**src/rtl/sockit_i2c_master_seq.sv**
```systemverilog
// Byte-level I2C master sequencer.
// Runs START / 9 bit slots / STOP phases of four prescaled quarters each and
// drives open-drain pull-down enables for SCL and SDA. Slave clock stretching
// freezes the prescaler in the quarters where SCL has just been released.
module sockit_i2c_master_seq #(
    parameter int unsigned DIV   = 4,
    parameter int unsigned DIV_W = 16
) (
    input  logic       clk,
    input  logic       rst,
    // Command handshake: a command transfers on any clk edge where
    // cmd_vld & cmd_rdy are both 1. Once raised, cmd_vld stays high with
    // stable fields until that edge. cmd_rdy does not depend on cmd_vld.
    input  logic       cmd_vld,
    output logic       cmd_rdy,
    input  logic       cmd_start,
    input  logic       cmd_stop,
    input  logic       cmd_rw,
    input  logic [7:0] cmd_dat,
    input  logic       cmd_ack,
    output logic       rsp_vld,
    output logic [7:0] rsp_dat,
    output logic       rsp_ack,
    output logic       busy,
    input  logic       scl_i,
    input  logic       sda_i,
    output logic       scl_e,
    output logic       sda_e,
    output logic [2:0] dbg_state
);

    typedef enum logic [2:0] {
        S_IDLE  = 3'd0,
        S_START = 3'd1,
        S_BIT   = 3'd2,
        S_STOP  = 3'd3,
        S_HOLD  = 3'd4
    } state_t;

    localparam logic [DIV_W-1:0] PRE_LOAD = DIV_W'(DIV - 1);

    state_t           state_q, state_d;
    logic [1:0]       qtr_q, qtr_d;
    logic [DIV_W-1:0] cnt_q, cnt_d;
    logic [3:0]       idx_q, idx_d;
    logic             scl_e_q, scl_e_d;
    logic             sda_e_q, sda_e_d;
    logic [7:0]       shf_q, shf_d;
    logic             ack_s_q, ack_s_d;
    logic             rsp_vld_q, rsp_vld_d;
    logic [7:0]       rsp_dat_q, rsp_dat_d;
    logic             rsp_ack_q, rsp_ack_d;
    logic             c_stop_q, c_stop_d;
    logic             c_rw_q, c_rw_d;
    logic [7:0]       c_dat_q, c_dat_d;
    logic             c_ack_q, c_ack_d;

    logic accept;
    logic stretch_qtr;
    logic stall;
    logic q_end;

    // SDA pull-down for a bit slot: index 0 is the ACK slot, 8..1 carry data MSB first.
    function automatic logic drive_bit(input logic rw, input logic [7:0] dat,
                                       input logic ack, input logic [3:0] idx);
        logic [2:0] b;
        b = 3'(idx - 4'd1);
        if (idx == 4'd0) return rw ? ack : 1'b0;
        else             return rw ? 1'b0 : ~dat[b];
    endfunction

    assign cmd_rdy     = (state_q == S_IDLE) || (state_q == S_HOLD);
    assign accept      = cmd_vld && cmd_rdy;
    assign busy        = (state_q != S_IDLE);
    assign stretch_qtr = ((state_q == S_START) && (qtr_q == 2'd1)) ||
                         ((state_q == S_BIT)   && (qtr_q == 2'd2)) ||
                         ((state_q == S_STOP)  && (qtr_q == 2'd1));
    assign stall       = stretch_qtr && !scl_i;
    assign q_end       = (cnt_q == '0) && !stall;

    assign scl_e     = scl_e_q;
    assign sda_e     = sda_e_q;
    assign rsp_vld   = rsp_vld_q;
    assign rsp_dat   = rsp_dat_q;
    assign rsp_ack   = rsp_ack_q;
    assign dbg_state = state_q;

    // Next-state, quarter sequencing and line-enable updates at quarter boundaries.
    always_comb begin
        state_d   = state_q;
        qtr_d     = qtr_q;
        cnt_d     = cnt_q;
        idx_d     = idx_q;
        scl_e_d   = scl_e_q;
        sda_e_d   = sda_e_q;
        shf_d     = shf_q;
        ack_s_d   = ack_s_q;
        rsp_vld_d = 1'b0;
        rsp_dat_d = rsp_dat_q;
        rsp_ack_d = rsp_ack_q;
        c_stop_d  = c_stop_q;
        c_rw_d    = c_rw_q;
        c_dat_d   = c_dat_q;
        c_ack_d   = c_ack_q;

        if (accept) begin
            c_stop_d = cmd_stop;
            c_rw_d   = cmd_rw;
            c_dat_d  = cmd_dat;
            c_ack_d  = cmd_ack;
        end

        case (state_q)
            S_IDLE: begin
                // Bus not owned yet, so a START is always generated.
                if (accept) begin
                    state_d = S_START;
                    qtr_d   = 2'd0;
                    cnt_d   = PRE_LOAD;
                    sda_e_d = 1'b0;
                end
            end
            S_HOLD: begin
                if (accept) begin
                    qtr_d = 2'd0;
                    cnt_d = PRE_LOAD;
                    if (cmd_start) begin
                        state_d = S_START;
                        sda_e_d = 1'b0;
                    end else begin
                        state_d = S_BIT;
                        idx_d   = 4'd8;
                        scl_e_d = 1'b1;
                        sda_e_d = drive_bit(cmd_rw, cmd_dat, cmd_ack, 4'd8);
                    end
                end
            end
            default: begin
                if (!q_end) begin
                    if (!stall) cnt_d = cnt_q - DIV_W'(1);
                end else begin
                    cnt_d = PRE_LOAD;
                    qtr_d = qtr_q + 2'd1;
                    case (state_q)
                        S_START: begin
                            case (qtr_q)
                                2'd0:    scl_e_d = 1'b0;
                                2'd1:    sda_e_d = 1'b1;
                                2'd2:    scl_e_d = 1'b1;
                                default: begin
                                    state_d = S_BIT;
                                    qtr_d   = 2'd0;
                                    idx_d   = 4'd8;
                                    scl_e_d = 1'b1;
                                    sda_e_d = drive_bit(c_rw_q, c_dat_q, c_ack_q, 4'd8);
                                end
                            endcase
                        end
                        S_BIT: begin
                            case (qtr_q)
                                2'd0:    begin end
                                2'd1:    scl_e_d = 1'b0;
                                2'd2: begin
                                    // Last cycle of the SCL-high quarter: sample SDA.
                                    if (idx_q != 4'd0) shf_d   = {shf_q[6:0], sda_i};
                                    else               ack_s_d = sda_i;
                                end
                                default: begin
                                    qtr_d   = 2'd0;
                                    scl_e_d = 1'b1;
                                    if (idx_q == 4'd0) begin
                                        rsp_vld_d = 1'b1;
                                        rsp_dat_d = shf_q;
                                        rsp_ack_d = ack_s_q;
                                        if (c_stop_q) begin
                                            state_d = S_STOP;
                                            sda_e_d = 1'b1;
                                        end else begin
                                            state_d = S_HOLD;
                                        end
                                    end else begin
                                        idx_d   = idx_q - 4'd1;
                                        sda_e_d = drive_bit(c_rw_q, c_dat_q, c_ack_q, idx_q - 4'd1);
                                    end
                                end
                            endcase
                        end
                        default: begin
                            case (qtr_q)
                                2'd0:    scl_e_d = 1'b0;
                                2'd1:    sda_e_d = 1'b0;
                                2'd2:    begin end
                                default: begin
                                    state_d = S_IDLE;
                                    qtr_d   = 2'd0;
                                end
                            endcase
                        end
                    endcase
                end
            end
        endcase
    end

    // State register with synchronous reset that releases both lines immediately.
    always_ff @(posedge clk) begin
        if (rst) begin
            state_q   <= S_IDLE;
            qtr_q     <= 2'd0;
            cnt_q     <= PRE_LOAD;
            idx_q     <= 4'd0;
            scl_e_q   <= 1'b0;
            sda_e_q   <= 1'b0;
            shf_q     <= 8'h00;
            ack_s_q   <= 1'b0;
            rsp_vld_q <= 1'b0;
            rsp_dat_q <= 8'h00;
            rsp_ack_q <= 1'b0;
            c_stop_q  <= 1'b0;
            c_rw_q    <= 1'b0;
            c_dat_q   <= 8'h00;
            c_ack_q   <= 1'b0;
        end else begin
            state_q   <= state_d;
            qtr_q     <= qtr_d;
            cnt_q     <= cnt_d;
            idx_q     <= idx_d;
            scl_e_q   <= scl_e_d;
            sda_e_q   <= sda_e_d;
            shf_q     <= shf_d;
            ack_s_q   <= ack_s_d;
            rsp_vld_q <= rsp_vld_d;
            rsp_dat_q <= rsp_dat_d;
            rsp_ack_q <= rsp_ack_d;
            c_stop_q  <= c_stop_d;
            c_rw_q    <= c_rw_d;
            c_dat_q   <= c_dat_d;
            c_ack_q   <= c_ack_d;
        end
    end

endmodule
```
**config.mk**
```make
export PLATFORM = sky130hd
export DESIGN_NAME = sockit_i2c_master_seq
export DESIGN_NICKNAME = d
export VERILOG_FILES = /design/src/rtl/sockit_i2c_master_seq.sv
export SDC_FILE = /design/constraint.sdc
export NUM_CORES = 1
export LEC_CHECK = 0
export ABC_AREA = 0
export BUFFER_PORTS_ARGS = -buffer_cell sky130_fd_sc_hd__buf_2
export CAP_MARGIN = 20
export CORE_MARGIN = 2
export CORE_UTILIZATION = 48
export DETAILED_ROUTE_END_ITERATION = 10
export GPL_ROUTABILITY_DRIVEN = 0
export PLACE_DENSITY = 0.68
export SYNTH_ARGS = -nofsm -noshare
export SYNTH_HDL_FRONTEND = slang
export SYNTH_SLANG_ARGS = --single-unit
```
**constraint.sdc**
```tcl
create_clock -name clk -period 2.9 [get_ports clk]
set_input_delay 0.29 -clock clk [delete_from_list [all_inputs] [get_ports clk]]
set_output_delay 0.29 -clock clk [all_outputs]
set_load 0.03 [all_outputs]
```
==> results.sh <==
export IMPL_status="finished clean"
export IMPL_multi_input_area_um2=1590
export IMPL_power_frac_clock_pct=45.1
export IMPL_hold_viol_final=0
export IMPL_cts_repair_resized=0
export IMPL_finalMaxSlewViolations=0
export IMPL_clkSinkCount=57
export IMPL_grtUsageTotal_pct=20.0
export IMPL_synth_area_leaders="dfxtp_1 (40%), nand2_1 (9.3%), a21oi_1 (7.2%)"
export IMPL_yosysUniqueCellTypes=46
export IMPL_cap_violations=0
export IMPL_cts_max_level=3
export IMPL_endpoint_kind="flop"
export IMPL_path_buf_inv=0
export IMPL_async_reset_ff_share_pct=0
export IMPL_post_drt_wl_per_cell_um=13.0
export IMPL_synth_compound_area_share_pct=13.8
export IMPL_yosys_area_share_simple_pct=31.0
export IMPL_fin_nets=403
export IMPL_yosys_area_share_adder_pct=3.53
export IMPL_grt_pass1_wl_mm=10.3
export IMPL_whs_path_depth=3
export IMPL_ys_seq_area_share_pct=40.2
export IMPL_pin_count=34
export IMPL_r2r_cells=6
export IMPL_synth_mux_area_share_pct=2.29
export IMPL_fill_cells=559
export IMPL_yosysMostFrequentCell="nand2_1"
export IMPL_ys_warn_count=0
export IMPL_synthFlopType="dfxtp_1"
export IMPL_ir_drop_mv=0.351
export IMPL_vias=2447
export IMPL_drt_pass1_iter_count=4
export IMPL_p_switching_uw=462
export IMPL_path_depth=6
export IMPL_portBuffers=33
export IMPL_switching_share_pct=24.7
export IMPL_dpl_cell_area_um2=3050
export IMPL_clock_path_buffers=2
export IMPL_antenna_left=0
export IMPL_p_leak_uw=0.00129
export IMPL_root_buffer="clkbuf_8"
export IMPL_cp_arrival_ns=2.58
export IMPL_cts_setup_buffers=0
export IMPL_seqCellArea_um2=1140
export IMPL_clock_fmax_ghz=0.418
export IMPL_startpoint_type="flop"
export IMPL_skew_ns=0.00637
export IMPL_fin_tns_setup_ns=0
export IMPL_drt_total_wl_mm=5.94
export IMPL_synth_area_leader_cell="dfxtp_1"
export IMPL_tightestPinTransition_ns=0.774
export IMPL_max_stage_delay_ns=0.69
export IMPL_syn_nets=373
export IMPL_max_slew_margin_pct=48.4
export IMPL_drtIter0Drc=162
export IMPL_rows=28
export IMPL_synth_seq_cells=57
export IMPL_p_per_area_nw_per_um2=570
export IMPL_cts_buffers=9
export IMPL_dieArea_um2=6550
export IMPL_clock_latency_ns=0.33
export IMPL_final_min_clock_period_ns=2.39
export IMPL_synth_edf_count=0
export IMPL_netlist_instances=348
export IMPL_critPathMaxFanout=20
export IMPL_hold_path_class="in -> reg"
export IMPL_die_h_um=80.9
export IMPL_grt_max_degree=43
export IMPL_finish_instance_area_um2=3280
export IMPL_crit_family="simple AND/OR/NAND/NOR gates"
export IMPL_rsz0062_at_grt="no"
export IMPL_critPathKind="reg -> reg"
export IMPL_synth_commonest_cells="nand2_1 (70), dfxtp_1 (57), a21oi_1 (41), nor2_1 (26), xnor2_1 (12)"
export IMPL_viasPerCell=5.34
export IMPL_pwr_share_comb_pct=10.5
export IMPL_postSynthAreaPerCell_um2=8.16
export IMPL_start_util_pct=48.8
export IMPL_synth_top_family_by_area="simple AND/OR/NAND/NOR gates"
export IMPL_clk_pin_slew_worst_paths_ns=0.07
export IMPL_cts_tree="done"
export IMPL_p_int_uw=1410
export IMPL_hold_buffers=0
export IMPL_netlist_area_um2=2840
export IMPL_drc=0
export IMPL_hpwl_mm=4.13
export IMPL_drive_above_1_share_pct=16.7
export IMPL_antenna_found_initial=0
export IMPL_synth_xor_area_share_pct=5.55
export IMPL_finalSetupViolCount=0
export IMPL_p_seq_share_pct=44.3
export IMPL_core_um2=5820
export IMPL_path_cells="nand2b_1 > or2_2 > nor3_1 > nand3_1 > nand2_1 > a21oi_1"
export IMPL_overflow=0
export IMPL_synth_top_area_share_pct=40.2
export IMPL_crit_required_ns=3.08
export IMPL_dieWidth_um=80.9
export IMPL_fin_crit_sh_pct=82.4
export IMPL_diodes=0
export IMPL_cp_slowest_cell="dfxtp_1"
export IMPL_grt_pass1_vias=2273
export IMPL_syn2layout_area_growth_pct=15.5
[worst paths after layout]
check	endpoint	startpoint	slack [ns]
max	rsp_dat[5]$_SDFFE_PP0P_	dbg_state[1]$_SDFFE_PP0P_	0.51
min reg2reg	rsp_dat[6]$_SDFFE_PP0P_	rsp_dat[6]$_SDFFE_PP0P_	0.45
min	c_ack_q$_SDFFE_PP0P_	cmd_ack	0.19
max reg2reg	rsp_dat[5]$_SDFFE_PP0P_	dbg_state[1]$_SDFFE_PP0P_	0.51
[layer usage]
| metal | share of wire (%) | global-route usage, % | up-vias |
|---|---|---|---|
| met3 | 5.2 | 4.78 | 10 |
| met1 | 50 | 27.6 | 1100 |
| li1 | - | - | 1276 |
| met5 | 0 | 0 | - |
| met2 | 43 | 29.3 | 61 |
| met4 | 1.8 | 9.49 | 0 |
[worst min-delay path, delay by kind of cell]
family / cells / cell delay [ns]
compound gates: 1 / 0.05
buf+inv: 1 / 0.09
simple gates: 1 / 0.04
[kinds of logic (layout without fill, tap and decap cells)]
logic type | after synthesis | after routing
AO/OA/AOI/OAI | 66 | 66
buffers and inverters | 26 | 61
adder cells (fa/ha/maj) | 8 | 8
AND/OR/NAND/NOR | 169 | 169
XOR/XNOR | 18 | 18
multiplexers | 4 | 4
flip-flops | 57 | 57
[stage by stage]
step / instances / setup WS (ns) / utilization, % / total power [uW] / hold slack (ns)
floorplan: 348 / 0.596 / - / 987 / 0.426
global placement: 442 / 0.565 / 52.4 / 1040 / 0.435
detailed placement: 442 / 0.497 / 52.4 / 1040 / 0.441
CTS: 458 / 0.508 / 56.4 / 1880 / 0.182
global route: 458 / 0.170 / 56.4 / 1950 / 0.180
finish: 458 / 0.509 / 56.4 / 1870 / 0.190
[power by group through the flow]
stage / sequential (uW) / combinational (uW) / clock (uW)
after floorplan: 844 / 143 / 0
after global placement: 846 / 194 / 0
after detailed placement: 846 / 196 / 0
after CTS: 829 / 197 / 858
after global routing: 832 / 220 / 901
final: 829 / 197 / 844
[sequential cells by signal (all words and copies together) (netlist names), 2 cells and up]
register   flops
c_dat_q        8
cnt_q         16
dbg_state      3
idx_q          4
qtr_q          2
rsp_dat        8
shf_q          8
[layout by cell type (no fill, tap or decap), drive strengths merged, types with 9 or more instances in the layout]
| cell type | count |
|---|---|
| dfxtp | 57 |
| or3 | 11 |
| xnor2 | 12 |
| or4 | 9 |
| nor3 | 11 |
| nand2 | 71 |
| nor2 | 26 |
| clkbuf | 11 |
| a21oi | 42 |
| buf | 36 |
| inv | 9 |
[cell type report]
type                            instances  share of cell area [%]
Multi-Input combinational cell        265                    48.6
Sequential cell                        57                    34.8
Inverter                                9                    1.03
Timing Repair Buffer                   36                    5.73
Clock inverter                          5                    2.37
Tap cell                               75                    2.86
Clock buffer                           11                    4.62
Power figures use the tool's default switching activity.
